`config.mk`:
```
export PLATFORM = sky130hd
export DESIGN_NAME = pc_sequencer
export DESIGN_NICKNAME = d
export VERILOG_FILES = /design/src/rtl/pc_seq_pkg.sv /design/src/rtl/pc_sequencer_redirect_buffer.sv /design/src/rtl/pc_sequencer.sv
export SDC_FILE = /design/constraint.sdc
export NUM_CORES = 1
export LEC_CHECK = 0
export CORE_MARGIN = 8
export CORE_UTILIZATION = 51
export CTS_BUF_LIST = sky130_fd_sc_hd__clkbuf_8
export DETAILED_ROUTE_END_ITERATION = 6
export PLACE_DENSITY_LB_ADDON = 0.08
export SYNTH_ARGS = -nofsm -noshare
export SYNTH_HDL_FRONTEND = slang
export SYNTH_SLANG_ARGS = --single-unit
```
`constraint.sdc`:
```
create_clock -name clk -period 3.7 [get_ports clk]
set_clock_uncertainty 0.1 [all_clocks]
set_input_delay 0.555 -clock clk [delete_from_list [all_inputs] [get_ports clk]]
set_output_delay 0.555 -clock clk [all_outputs]
set_load 0.02 [all_outputs]
```
`src/rtl/pc_seq_pkg.sv`:
```
// Shared state encoding and constants for the next-PC sequencer.
package pc_seq_pkg;

    typedef enum logic [1:0] {
        ST_BOOT = 2'd0,
        ST_RUN  = 2'd1,
        ST_HALT = 2'd2
    } seq_state_e;

    localparam logic [31:0] PC_INCR              = 32'd4;
    localparam logic [31:0] DEFAULT_RESET_VECTOR = 32'h0000_0000;
    localparam logic [31:0] DEFAULT_TRAP_VECTOR  = 32'h0000_0100;

endpackage

```
`src/rtl/pc_sequencer_redirect_buffer.sv`:
```
// Holds a redirect that resolved while the core was stalled and selects live vs pending target.
module redirect_buffer (
    input  logic        clk,
    input  logic        reset,
    input  logic        run,
    input  logic        stall,
    input  logic        jump,
    input  logic [31:0] jump_target,
    input  logic        branch_taken,
    input  logic [31:0] branch_target,
    output logic        redirect_valid,
    output logic [31:0] redirect_target
);

    logic        live_valid;
    logic [31:0] live_target;
    logic        pend_valid_q, pend_valid_d;
    logic [31:0] pend_target_q, pend_target_d;

    always_comb begin
        live_valid    = jump | branch_taken;
        live_target   = jump ? jump_target : branch_target;
        pend_valid_d  = pend_valid_q;
        pend_target_d = pend_target_q;
        if (!stall) begin
            pend_valid_d = 1'b0;
        end else if (run && live_valid) begin
            // A later redirect in the same stall replaces the earlier one.
            pend_valid_d  = 1'b1;
            pend_target_d = live_target;
        end
        redirect_valid  = live_valid | pend_valid_q;
        redirect_target = live_valid ? live_target : pend_target_q;
    end

    always_ff @(posedge clk or posedge reset) begin
        if (reset) begin
            pend_valid_q  <= 1'b0;
            pend_target_q <= 32'd0;
        end else begin
            pend_valid_q  <= pend_valid_d;
            pend_target_q <= pend_target_d;
        end
    end

endmodule

```
`src/rtl/pc_sequencer.sv`:
```
// Next-PC controller for the RV32I core: boot hold-off, fetch, redirects, stall, halt/resume.
// Build option PC_SEQ_MISALIGN_TRAP_EN sends misaligned redirect targets to TRAP_VECTOR.
module pc_sequencer
    import pc_seq_pkg::*;
#(
    parameter logic [31:0] RESET_VECTOR = DEFAULT_RESET_VECTOR,
`ifdef PC_SEQ_MISALIGN_TRAP_EN
    parameter logic [31:0] TRAP_VECTOR  = DEFAULT_TRAP_VECTOR,
`endif
    parameter int unsigned BOOT_WAIT    = 4
) (
    input  logic        clk,
    input  logic        reset,
    input  logic [31:0] address,
    input  logic        stall,
    input  logic        branch_taken,
    input  logic [31:0] branch_target,
    input  logic        jump,
    input  logic [31:0] jump_target,
    input  logic        halt_req,
    input  logic        resume,
    output logic [31:0] pc_next,
    output logic        fetch_valid,
    output logic        halted,
    output logic [1:0]  seq_state,
    output logic [31:0] retired_count
`ifdef PC_SEQ_MISALIGN_TRAP_EN
    ,
    output logic        misalign_trap
`endif
);

    localparam logic [31:0] BOOT_LAST = (BOOT_WAIT > 1) ? 32'(BOOT_WAIT - 1) : 32'd0;

    seq_state_e  state_q, state_d;
    logic [31:0] boot_cnt_q, boot_cnt_d;
    logic [31:0] retired_count_q, retired_count_d;
    logic        run;
    logic        redirect_valid;
    logic [31:0] redirect_target;
    logic [31:0] redirect_pc;
    logic        retire_ok;

    assign run = (state_q == ST_RUN);

    redirect_buffer u_redirect_buffer (
        .clk             (clk),
        .reset           (reset),
        .run             (run),
        .stall           (stall),
        .jump            (jump),
        .jump_target     (jump_target),
        .branch_taken    (branch_taken),
        .branch_target   (branch_target),
        .redirect_valid  (redirect_valid),
        .redirect_target (redirect_target)
    );

`ifdef PC_SEQ_MISALIGN_TRAP_EN
    logic misaligned;
    logic trap_q, trap_d;

    assign misaligned  = redirect_valid && (redirect_target[1:0] != 2'b00);
    assign redirect_pc = misaligned ? TRAP_VECTOR : redirect_target;
    assign retire_ok   = !misaligned;
    assign trap_d      = run && !stall && misaligned;

    always_ff @(posedge clk or posedge reset) begin
        if (reset) trap_q <= 1'b0;
        else       trap_q <= trap_d;
    end

    assign misalign_trap = trap_q;
`else
    assign redirect_pc = redirect_target & ~32'h3;
    assign retire_ok   = 1'b1;
`endif

    always_comb begin
        // NOTE: every signal gets a default first so no branch can infer a latch.
        state_d         = state_q;
        boot_cnt_d      = boot_cnt_q;
        retired_count_d = retired_count_q;
        pc_next         = RESET_VECTOR;
        fetch_valid     = 1'b0;
        case (state_q)
            ST_BOOT: begin
                boot_cnt_d = boot_cnt_q + 32'd1;
                if (boot_cnt_q == BOOT_LAST) begin
                    state_d    = ST_RUN;
                    boot_cnt_d = 32'd0;
                end
            end
            ST_RUN: begin
                if (stall) begin
                    pc_next = address;
                end else begin
                    fetch_valid = 1'b1;
                    pc_next     = redirect_valid ? redirect_pc : address + PC_INCR;
                    if (retire_ok) retired_count_d = retired_count_q + 32'd1;
                    // EBREAK still retires and follows any coincident redirect.
                    if (halt_req) state_d = ST_HALT;
                end
            end
            ST_HALT: begin
                pc_next = address;
                if (resume) state_d = ST_RUN;
            end
            default: state_d = ST_BOOT;
        endcase
    end

    always_ff @(posedge clk or posedge reset) begin
        // NOTE: non-blocking assignments make every flop sample pre-edge values.
        if (reset) begin
            state_q         <= ST_BOOT;
            boot_cnt_q      <= 32'd0;
            retired_count_q <= 32'd0;
        end else begin
            state_q         <= state_d;
            boot_cnt_q      <= boot_cnt_d;
            retired_count_q <= retired_count_d;
        end
    end

    assign halted        = (state_q == ST_HALT);
    assign seq_state     = state_q;
    assign retired_count = retired_count_q;

endmodule

```
**Word level (Yosys, flattened, before mapping)**

Cells that the tools add are included.
Widths: inputs -> output; s select.

- Reduce and logical (&&, ||, !) cells: 5
- Eq/ne operators: 8
- Mux-type cells: 15
- Bitwise logic cells: 3
- $add $sub $neg: 3

Operators with widths:

| operator | number |
|---|---|
| $mux 32 | 5 |
| $add 32x1->32 const B | 2 |
| $pmux 32 s2 | 1 |
| $add 32x3->32 const B | 1 |
| $eq 32x2->1 const B | 1 |
| $mux 2 | 4 |
| $ne 2x2->1 const B | 4 |
| $pmux 2 s3 | 1 |
| $mux 1 | 4 |
| $reduce_and 2->1 | 2 |
| $reduce_and 4->1 | 1 |
| $eq 2x1->1 const B | 1 |
| $eq 2x2->1 const B | 1 |
| $logic_not 2->1 | 1 |
| $ne 2x1->1 const B | 1 |
| $or 1x1->1 | 2 |
| $logic_and 1x1->1 | 1 |
| $not 1->1 | 1 |

- Input port bits: 103
- Word-level logic and storage cells: 39
- Output and inout bits: 68
- Register bits: 99

**Logic depth before layout (Yosys ltp)**

- Word-level depth: 5
- Depth in mapped cells: 9

**By module**

From an unflattened synthesis, not the netlist that was laid out.

- Cells, all modules: 766
- Area, all modules: 7155.6 um2

By module, submodules not included:

| module | area an instance (um2) | cells each | instances |
|---|---|---|---|
| pc_sequencer | 4747.1 | 550 | 1 |
| redirect_buffer | 2408.6 | 216 | 1 |

**Least setup slack after synthesis**

OpenSTA, ideal clock, no wires.

- Path kind: register -> output
- From: register state_q[1] (netlist: seq_state[1])
- To: output pc_next[7]
- Slack: 0.653 ns
- Required time: 3.045 ns
- Data arrival time: 2.392 ns
- Buffers on the path: 3
- Cell stages (with the launch flop): 10
- Cells stage by stage: dfrtp_1 -> inv_1 -> ha_1 -> buf_2 -> nand2b_1 -> inv_1 -> clkbuf_1 -> buf_1 -> o311ai_0 -> a21oi_1

- Longest elaborated chain between the ends: 2
- Elaborated cells between the ends (all ways): 3
- Those cells by class: eq/ne (2); mux (1)

RTL lines:

| element | line | text |
|---|---|---|
| start: declaration | pc_sequencer.sv:35 | `seq_state_e state_q, state_d;` |
| start signal: assignment | pc_sequencer.sv:120 | `state_q <= state_d;` |
| $eq 2x2->1 / $eq 2x1->1 (equally long branches) | pc_sequencer.sv:86 | `case (state_q)` |
| $pmux 32 s2 (*) | pc_sequencer.sv:86 |  |
| end: declaration | pc_sequencer.sv:22 | `output logic [31:0] pc_next,` |

Every way passes the cells marked *; elsewhere a longest branch is shown, timed or not.

**Worst setup path after layout**

- From: input address[2]
- To: output pc_next[21]

- Longest elaborated chain between the ends: 4

RTL lines:

| element | line | text |
|---|---|---|
| start: declaration | pc_sequencer.sv:14 | `input logic [31:0] address,` |
| $add 32x3->32 | pc_sequencer.sv:99 | `pc_next = redirect_valid ? redirect_pc : address + PC_INCR;` |
| $mux 32 | pc_sequencer.sv:99 |  |
| $mux 32 | pc_sequencer.sv:95 | `if (stall) begin` |
| $pmux 32 s2 | pc_sequencer.sv:86 |  |

Every way passes these cells.

==> impl.org <==
** Status
- Result of the run :: completed

** Worst setup path
- Across all register-to-register paths, the minimum setup slack is 1.06 ns.
- The critical path goes through clkdlybuf4s50_1 -> buf_4 -> nand3_2 -> or4_4 -> buf_12 -> nor3_2 -> o21ai_0 -> a32o_1 -> dlygate4sd2_1.
- Counting cells, the worst reg-to-reg path comes to 9.
- Required time of the critical path :: about 3 ns
- Counting both buffers and inverters, the worst setup path holds a total of 4.
- R2r startpoint :: seq_state[1]
- In this design, the largest share of critical-path delay is due to buffers and inverters.
- Critical path endpoint category :: output port
- The largest individual stage delay along the critical path comes from the cell or4_4.
- Biggest cell delay along the critical path :: 0.59 ns
- CP Launch Type :: input port
- STA puts the critical path data arrival time at 2.97 ns.
- In this run the worst path has a maximum fanout of 6.
- The critical path is of the in -> out type.
- Reg-to-Reg End :: retired_count[19]

** Clocking
- In this run, post-CTS hold repair placed 0 buffers.
- Clock-pin slew was measured on the worst setup and hold paths at 0.10 ns.
- Buffers inserted during post-CTS setup optimization :: 0
- The longest clock path from root to sink contains 2 buffers.
- Clock tree synthesis selected as its root buffer the cell clkbuf_8.
- CTS sink count :: 97
- Htree depth :: 3
- Source-to-sink clock delay at the later pin of the worst-skew pair :: 0.38 ns
- CTS tree :: built
- Clock buffers created by TritonCTS :: 9

** Yosys
- Yosys warns :: 0
- Flip-flop and latch count after synthesis :: a little under 100
- FFs w/ async S/R, synth :: 100%
- Ranked by total cell area, the synthesized netlist is headed by dfrtp_1 (38%), nand2_1 (6.4%), xnor2_1 (5.7%), o21ai_0 (4.1%), xor2_1 (3.1%).
- Post-synthesis sequential area ratio :: 37.8%
- Synthesis produced a netlist with a net count of 857.
- After synthesis, the largest area contributor takes up approximately 38% of total cell area.
- Top flip-flop cell by instance count after synthesis :: dfrtp_1
- Syn Area/Cell :: about 8.6 µm²
- Top cell type by total area after synthesis :: dfrtp_1
- Post-synth EDFFs :: 0
- Yosys instantiated no cell more often than nand2_1.
- In this run the cell area of the synthesized design comes to between 0.006 and 0.007 mm².
- Top cells by count, synth :: nand2_1 (109), dfrtp_1 (97), o21ai_0 (53)
- Yosys mapped the design onto 66 distinct sky130hd cell types.
- Number of instances in the synthesized netlist :: 747

** Detailed routing
- Total wirelength of the detailed-routed design :: 21300 µm
- The detailed router placed 6690 vias in this run.
- The detail route stage leaves a number of antenna-violating nets equal to 0.
- In the final routed layout, each cell accounts on average for 18.8 µm.
- The first detailed-routing pass took 7 iterations.
- DRC violations left :: 0
- Using the TritonRoute via totals, the vias-per-cell ratio works out to just under 6.
- For this block, the initial DRC count from the detailed router was 524.

** Placement
- Prior to clock tree synthesis, the placed netlist has a worst setup slack of -0.276 ns.
- At the end of routability-driven placement, the weighted congestion stood at 0.900.
- HPWL Detailed :: 16800 µm
- Number of placed instances, taps included :: 1120
- Number of input and output port buffers inserted :: 166

** Floorplanning
- Die Footprint :: 0.0164 mm²
- In this run the core area contains a little over 40 standard-cell rows.
- Once the floorplan was initialized, standard cells occupied 51.5% of the core.
- The floorplan step defined a core boundary enclosing about 0.012 mm².
- Die boundary width :: 128 µm
- Count of boundary I/O pins :: 171
- The floorplan step set the die height to 128 µm.

** Worst hold path
- The worst hold path begins at retired_count[31].
- Hold crit path type :: reg -> reg
- Min-Delay Path Depth :: 1
- End point of the most critical hold path :: retired_count[31]

** Timing
- After layout, the worst setup slack is 0.0745 ns.
- Post-route clock period utilization :: 98.0%
- For the pin with the worst max-slew slack, the measured transition is approximately 0.81 ns.
- The count of final hold-check violations came to 0.
- Minimum clock period after layout :: 3.63 ns
- Final slew viol count :: 0
- Based on the critical path, the design can be clocked at up to ~280 MHz.
- Adding up every negative setup slack in the final design gives 0 ns.
- Hold_ws :: 0.382 ns
- Number of setup violations in the final report :: 0
- The worst pin sits at a relative slew slack of 45.6%.

** Global routing
- Met2 Track Usage GR :: ~45%
- Overall overflow remaining after global route :: 0
- Global routing used 5.12% of the available met3 tracks.
- Via count of the first global-routing pass :: 6599
- Met1 GRT Util :: 29.9%
- Entering global routing, the biggest net connects 53 pins.
- Across every metal layer, demand over resource in global routing totals 25.7%.
- Busiest metal layer after global routing :: met2
- The initial antenna violation count is 0.
- Global-route wire length before repair :: ~34000 µm

** Final layout
- Number of nets in the layout :: 1069
- Number of diodes :: 0
- Relative to the synthesized area, the layout overhead comes to 38.8%.
- Post-Layout Cell Count :: 1136
- In the final layout, the share of cells above drive strength 1 is 13.3%.

** Pwr
- Summed over all cells, the static leakage comes to 3.88 nW.
- Power per cell area :: 427 mW/mm²
- Worst IR drop on VDD :: approximately 0.25 mV

** Run
- Max_cap viols :: 0
-- through the flow --
step	total power [mW]	cell area [µm²]	utilization, %
3_3_place_gp	3.11	8720	69.9
4_1_cts	3.82	8900	71.4
5_1_grt	4.03	8910	71.5
2_1_floorplan	2.35	6420	-
6_report	3.81	8910	71.5
3_5_place_dp	3.16	8720	69.9
-- routing by layer --
metal  part of all wire (%)  up-vias
li1                       -     3151
met1                     40     3238
met2                     50      255
met3                    6.5       46
met4                    4.0        0
met5                      0        -
-- where the power goes --
part / switching [mW] / internal (mW) / total, mW
logic: 0.939 / 0.719 / 1.66
registers: 0.176 / 1.28 / 1.46
clock network: 0.428 / 0.264 / 0.693
total: 1.54 / 2.26 / 3.81
-- worst register-to-register path: cells and delay by family, from the launching register on --
kind	cells	cell delay [ns]
AND/OR/NAND/NOR	4	1.16
flip-flops	1	0.46
buffers and inverters	3	0.40
adder cells (fa/ha/maj)	1	0.25
XOR/XNOR	1	0.15
-- cell type report --
| cell class | count | area (µm²) |
|---|---|---|
| Tap cell | 172 | 215 |
| Inverter | 21 | 80.1 |
| Multi-Input combinational cell | 590 | 3770 |
| Timing Repair Buffer | 240 | 2220 |
| Fill cell | 993 | 3560 |
| Clock buffer | 9 | 124 |
| Clock inverter | 7 | 71.3 |
| Sequential cell | 97 | 2430 |
-- registers in the layout (all words and copies together) (netlist names) --
signal / flops
u_redirect_buffer.pend_valid_q: 1
boot_cnt_q: 32
u_redirect_buffer.pend_target_q: 30
seq_state: 2
retired_count: 32
-- layout by cell type, fill, tap and decap left out, drive strengths merged, types with 4 or more instances in the layout --
master / count
clkdlybuf4s50: 144
nand2: 110
dfrtp: 97
buf: 76
o21ai: 53
xnor2: 42
a21oi: 33
nor3: 33
nand3: 33
nor2: 32
nand4: 26
xor2: 23
inv: 22
nor4: 21
o31ai: 18
a21boi: 15
nor2b: 14
mux2i: 14
dlygate4sd2: 13
clkbuf: 13
and3: 10
o311ai: 9
mux2: 7
ha: 7
and4: 7
a31oi: 6
nand2b: 6
and3b: 5
o2bb2ai: 5
and2: 5
clkinv: 5
o311a: 4
a32o: 4
o22ai: 4
nor3b: 4
or3: 4
-- cells by family after synthesis --
family,after synthesis,synth area share [%]
and+or+nand+nor,322,26.8
DFF,97,37.8
AOI/OAI and AO/OA,175,17.8
muxes,21,3.41
buffers and inverters,60,3.88
adders and majority gates,7,1.36
xor gates and xnor gates,65,8.87
-- how the worst max path moves through the flow --
| stage | depth (start not counted) | to | slack, ns | startpoint |
|---|---|---|---|---|
| 2_1_floorplan | 1 | boot_cnt_q[0] | 0.51 | reset |
| 3_3_place_gp | 9 | pc_next[13] | -0.23 | address[2] |
| 3_5_place_dp | 9 | pc_next[22] | -0.28 | address[2] |
| 4_1_cts | 9 | pc_next[22] | 0.01 | address[2] |
| 5_1_grt | 9 | pc_next[21] | -0.02 | address[2] |
| 6_report | 9 | pc_next[21] | 0.07 | address[2] |
-- timing repair --
action | CTS | global route
resized for setup | 20 | 20
setup endpoints to repair | 19 | 11
hold endpoints to repair | 0 | 0
No activity file was read; power rests on OpenSTA's default activity.
==> variant: new RTL, same settings <==
Add a define of `PC_SEQ_MISALIGN_TRAP_EN`.
--- a/src/rtl/pc_sequencer.sv
+++ b/src/rtl/pc_sequencer.sv
@@ -1,5 +1,7 @@
 // Next-PC controller for the RV32I core: boot hold-off, fetch, redirects, stall, halt/resume.
 // Build option PC_SEQ_MISALIGN_TRAP_EN sends misaligned redirect targets to TRAP_VECTOR.
+`define PC_SEQ_MISALIGN_TRAP_EN
+
 module pc_sequencer
     import pc_seq_pkg::*;
 #(
Behaviour (old outputs only; new: misalign_trap): not the same (a bounded check fails within 10 cycles, from zero or initial values and one cycle with reset high).
==> variant against the original RTL <==
- setup slack lost 0.041 ns
- sequential power grew 3%
- non-clock buffer count grew 13
- synthesized cell count grew 6.2%
- routed wire length grew 15%
- count of clock-buffer cells in the layout is the same
- combinational power shrank 5%
- design area grew 4.2%
- sequential cell count grew 3
- synthesized area grew 3.8%
- power shrank 1.4%
- critical endpoint is now pc_next[6]
- largest cell class unchanged
==> variant: results (changes against the original RTL) <==
{| class="wikitable"
! Metric !! Value
|-
| Global-route wire length before repair || 38500 um (+14%)
|-
| Portion of the post-synthesis area used by sequential elements || 37.6% (-0.26 points)
|-
| Worst setup slack before clock tree synthesis || -0.179 ns (+0.0970 ns)
|-
| Uppermost signal routing layer after detailed routing || met5
|-
| Global-route usage over all layers || 29.1% (+3.3 points)
|-
| DR WL met3 || 1770 um (+28%)
|-
| Clock-pin slew of the registers on the worst-case setup and hold paths || 0.10 ns (about the same)
|-
| Top cells by area, synth || dfrtp_1 (38%), nand2_1 (6.5%), o21ai_0 (5.3%)
|-
| Maximum number of pins on one net before global-route repair || 63 (+19%)
|-
| Worst-Skew Late Latency || 0.39 ns
|-
| Pre-Repair DR Iteration Count || 5 (-2)
|-
| Placed wire-length estimate after detailed placement || 19300 um (+15%)
|-
| Peak fanout along the critical path || 5 (-1)
|-
| Final #Nets || 1127 (+5.4%)
|-
| Ratio of cells with drive above 1 in the final layout || 11.7% (-1.6 points)
|-
| Inserted Clock Buffers || 9 (unchanged)
|-
| Yosys synthesis warning count || 0 (unchanged)
|-
| Number of DRC violations after detailed-routing iteration 0 || 613 (+17%)
|-
| Max-Slew Margin vs Limit || 38.1% (-7.5 points)
|-
| Number of buffers inserted by post-CTS setup repair || 0 (unchanged)
|-
| Count of different cell masters after synthesis || 60 (-9.1%)
|-
| Synthesis-to-finish area growth || 39.4%
|-
| Non-filler instance count after layout || 1196 (+5.3%)
|-
| Antenna violations before repair || 1 (+1)
|-
| Total number of vias || 7291 (+9.0%)
|-
| Via count of the first global-routing pass || 7326 (+11%)
|-
| Global-route met3 utilization || 6.41% (+1.3 points)
|-
| Metal1 wirelength || 9530 um (+13%)
|-
| Instance area after placement || 0.00903 sq mm (+3.6%)
|-
| Switching power summed over all nets || 1480 uW (-3.9%)
|-
| Top cells by count, synth || nand2_1 (115), dfrtp_1 (100), o21ai_0 (70), nor2_1 (46), nand3_1 (42)
|-
| Count of flip-flops with a built-in enable after synthesis || 0 (unchanged)
|-
| Worst vdd rail ir drop || 0.298 mV (+19%)
|-
| Bufs on Longest Clock Path || 2 (unchanged)
|-
| Mapped Avg Cell Area || 8.40 sq um (-2.2%)
|-
| Static leakage power || 0.00424 uW (+9.3%)
|-
| Kind of path behind the tightest hold check || flip-flop to flip-flop
|-
| Clock tree root driver cell || clkbuf_8
|-
| PortBufs || 171 (+3.0%)
|-
| Fill cell count || 954 (-3.9%)
|-
| Met2 wirelength from detailed routing || 12200 um (+14%)
|-
| H-tree lvl count || 3 (unchanged)
|-
| Global routing met2 resource utilization || 49.5% (+4.8 points)
|-
| Overall routed net length || 24600 um (+15%)
|-
| GP Congestion || 0.982 (+9.1%)
|-
| Routing usage on met1 || 33.9% (+4.0 points)
|-
| Number of nets produced by synthesis || 903 (+5.4%)
|-
| Run status || complete, no violations
|-
| Synth async-reset ratio || 100% (unchanged)
|}
==> variant: power groups by stage <==
stage	combinational, uW	clock, uW	sequential (uW)
finish	1580	670	1500
global route	1710	722	1530
CTS	1570	686	1490
detailed placement	1570	0	1510
global placement	1530	0	1490
floorplan	828	0	1490
==> variant: critical path: stages <==
cell and delay [ns]:
clkdlybuf4s50_1 0.42, nor4b_1 0.33, buf_4 0.18, a211oi_2 0.06, nor2_2 0.30, buf_4 0.18, buf_4 0.10, a22oi_1 0.05
nor2_1 0.18, clkdlybuf4s50_1 0.65
==> variant: final cells by class <==
class / count / area share (%)
well taps: 172 / 2.32
flip-flops and latches: 100 / 27.0
clock buffers: 9 / 1.33
inverters: 17 / 0.714
repair buffers: 253 / 25.4
diodes: 3 / 0.0809
multi-input cells: 636 / 42.5
clock inverters: 6 / 0.674
==> variant: path summary, 6_finish.rpt <==
path	start	end	slack [ns]	cells past startpoint
max	branch_target[0]	pc_next[6]	0.03	10
min	u_redirect_buffer.pend_target_q[16]	u_redirect_buffer.pend_target_q[16]	0.39	2
max reg2reg	seq_state[1]	retired_count[14]	1.05	7
min reg2reg	u_redirect_buffer.pend_target_q[16]	u_redirect_buffer.pend_target_q[16]	0.39	2
max in group asynchronous	reset	u_redirect_buffer.pend_target_q[28]	2.25	3
min in group asynchronous	reset	retired_count[13]	0.57	2
==> variant: logic make-up (layout without fill, tap and decap cells) <==
logic type	Yosys count	after routing	synth area share (%)
compound gates	181	181	17.4
xor+xnor	61	61	8.02
fa+ha+maj	7	7	1.31
buf+inv	57	285	3.66
flops	100	100	37.6
mux	20	20	3.06
other cells	0	3	0
simple gates	367	367	29.0
==> variant: repair_timing <==
action,CTS,global route
pin swaps,0,1
gates resized for setup,13,21
setup endpoints to repair,14,20
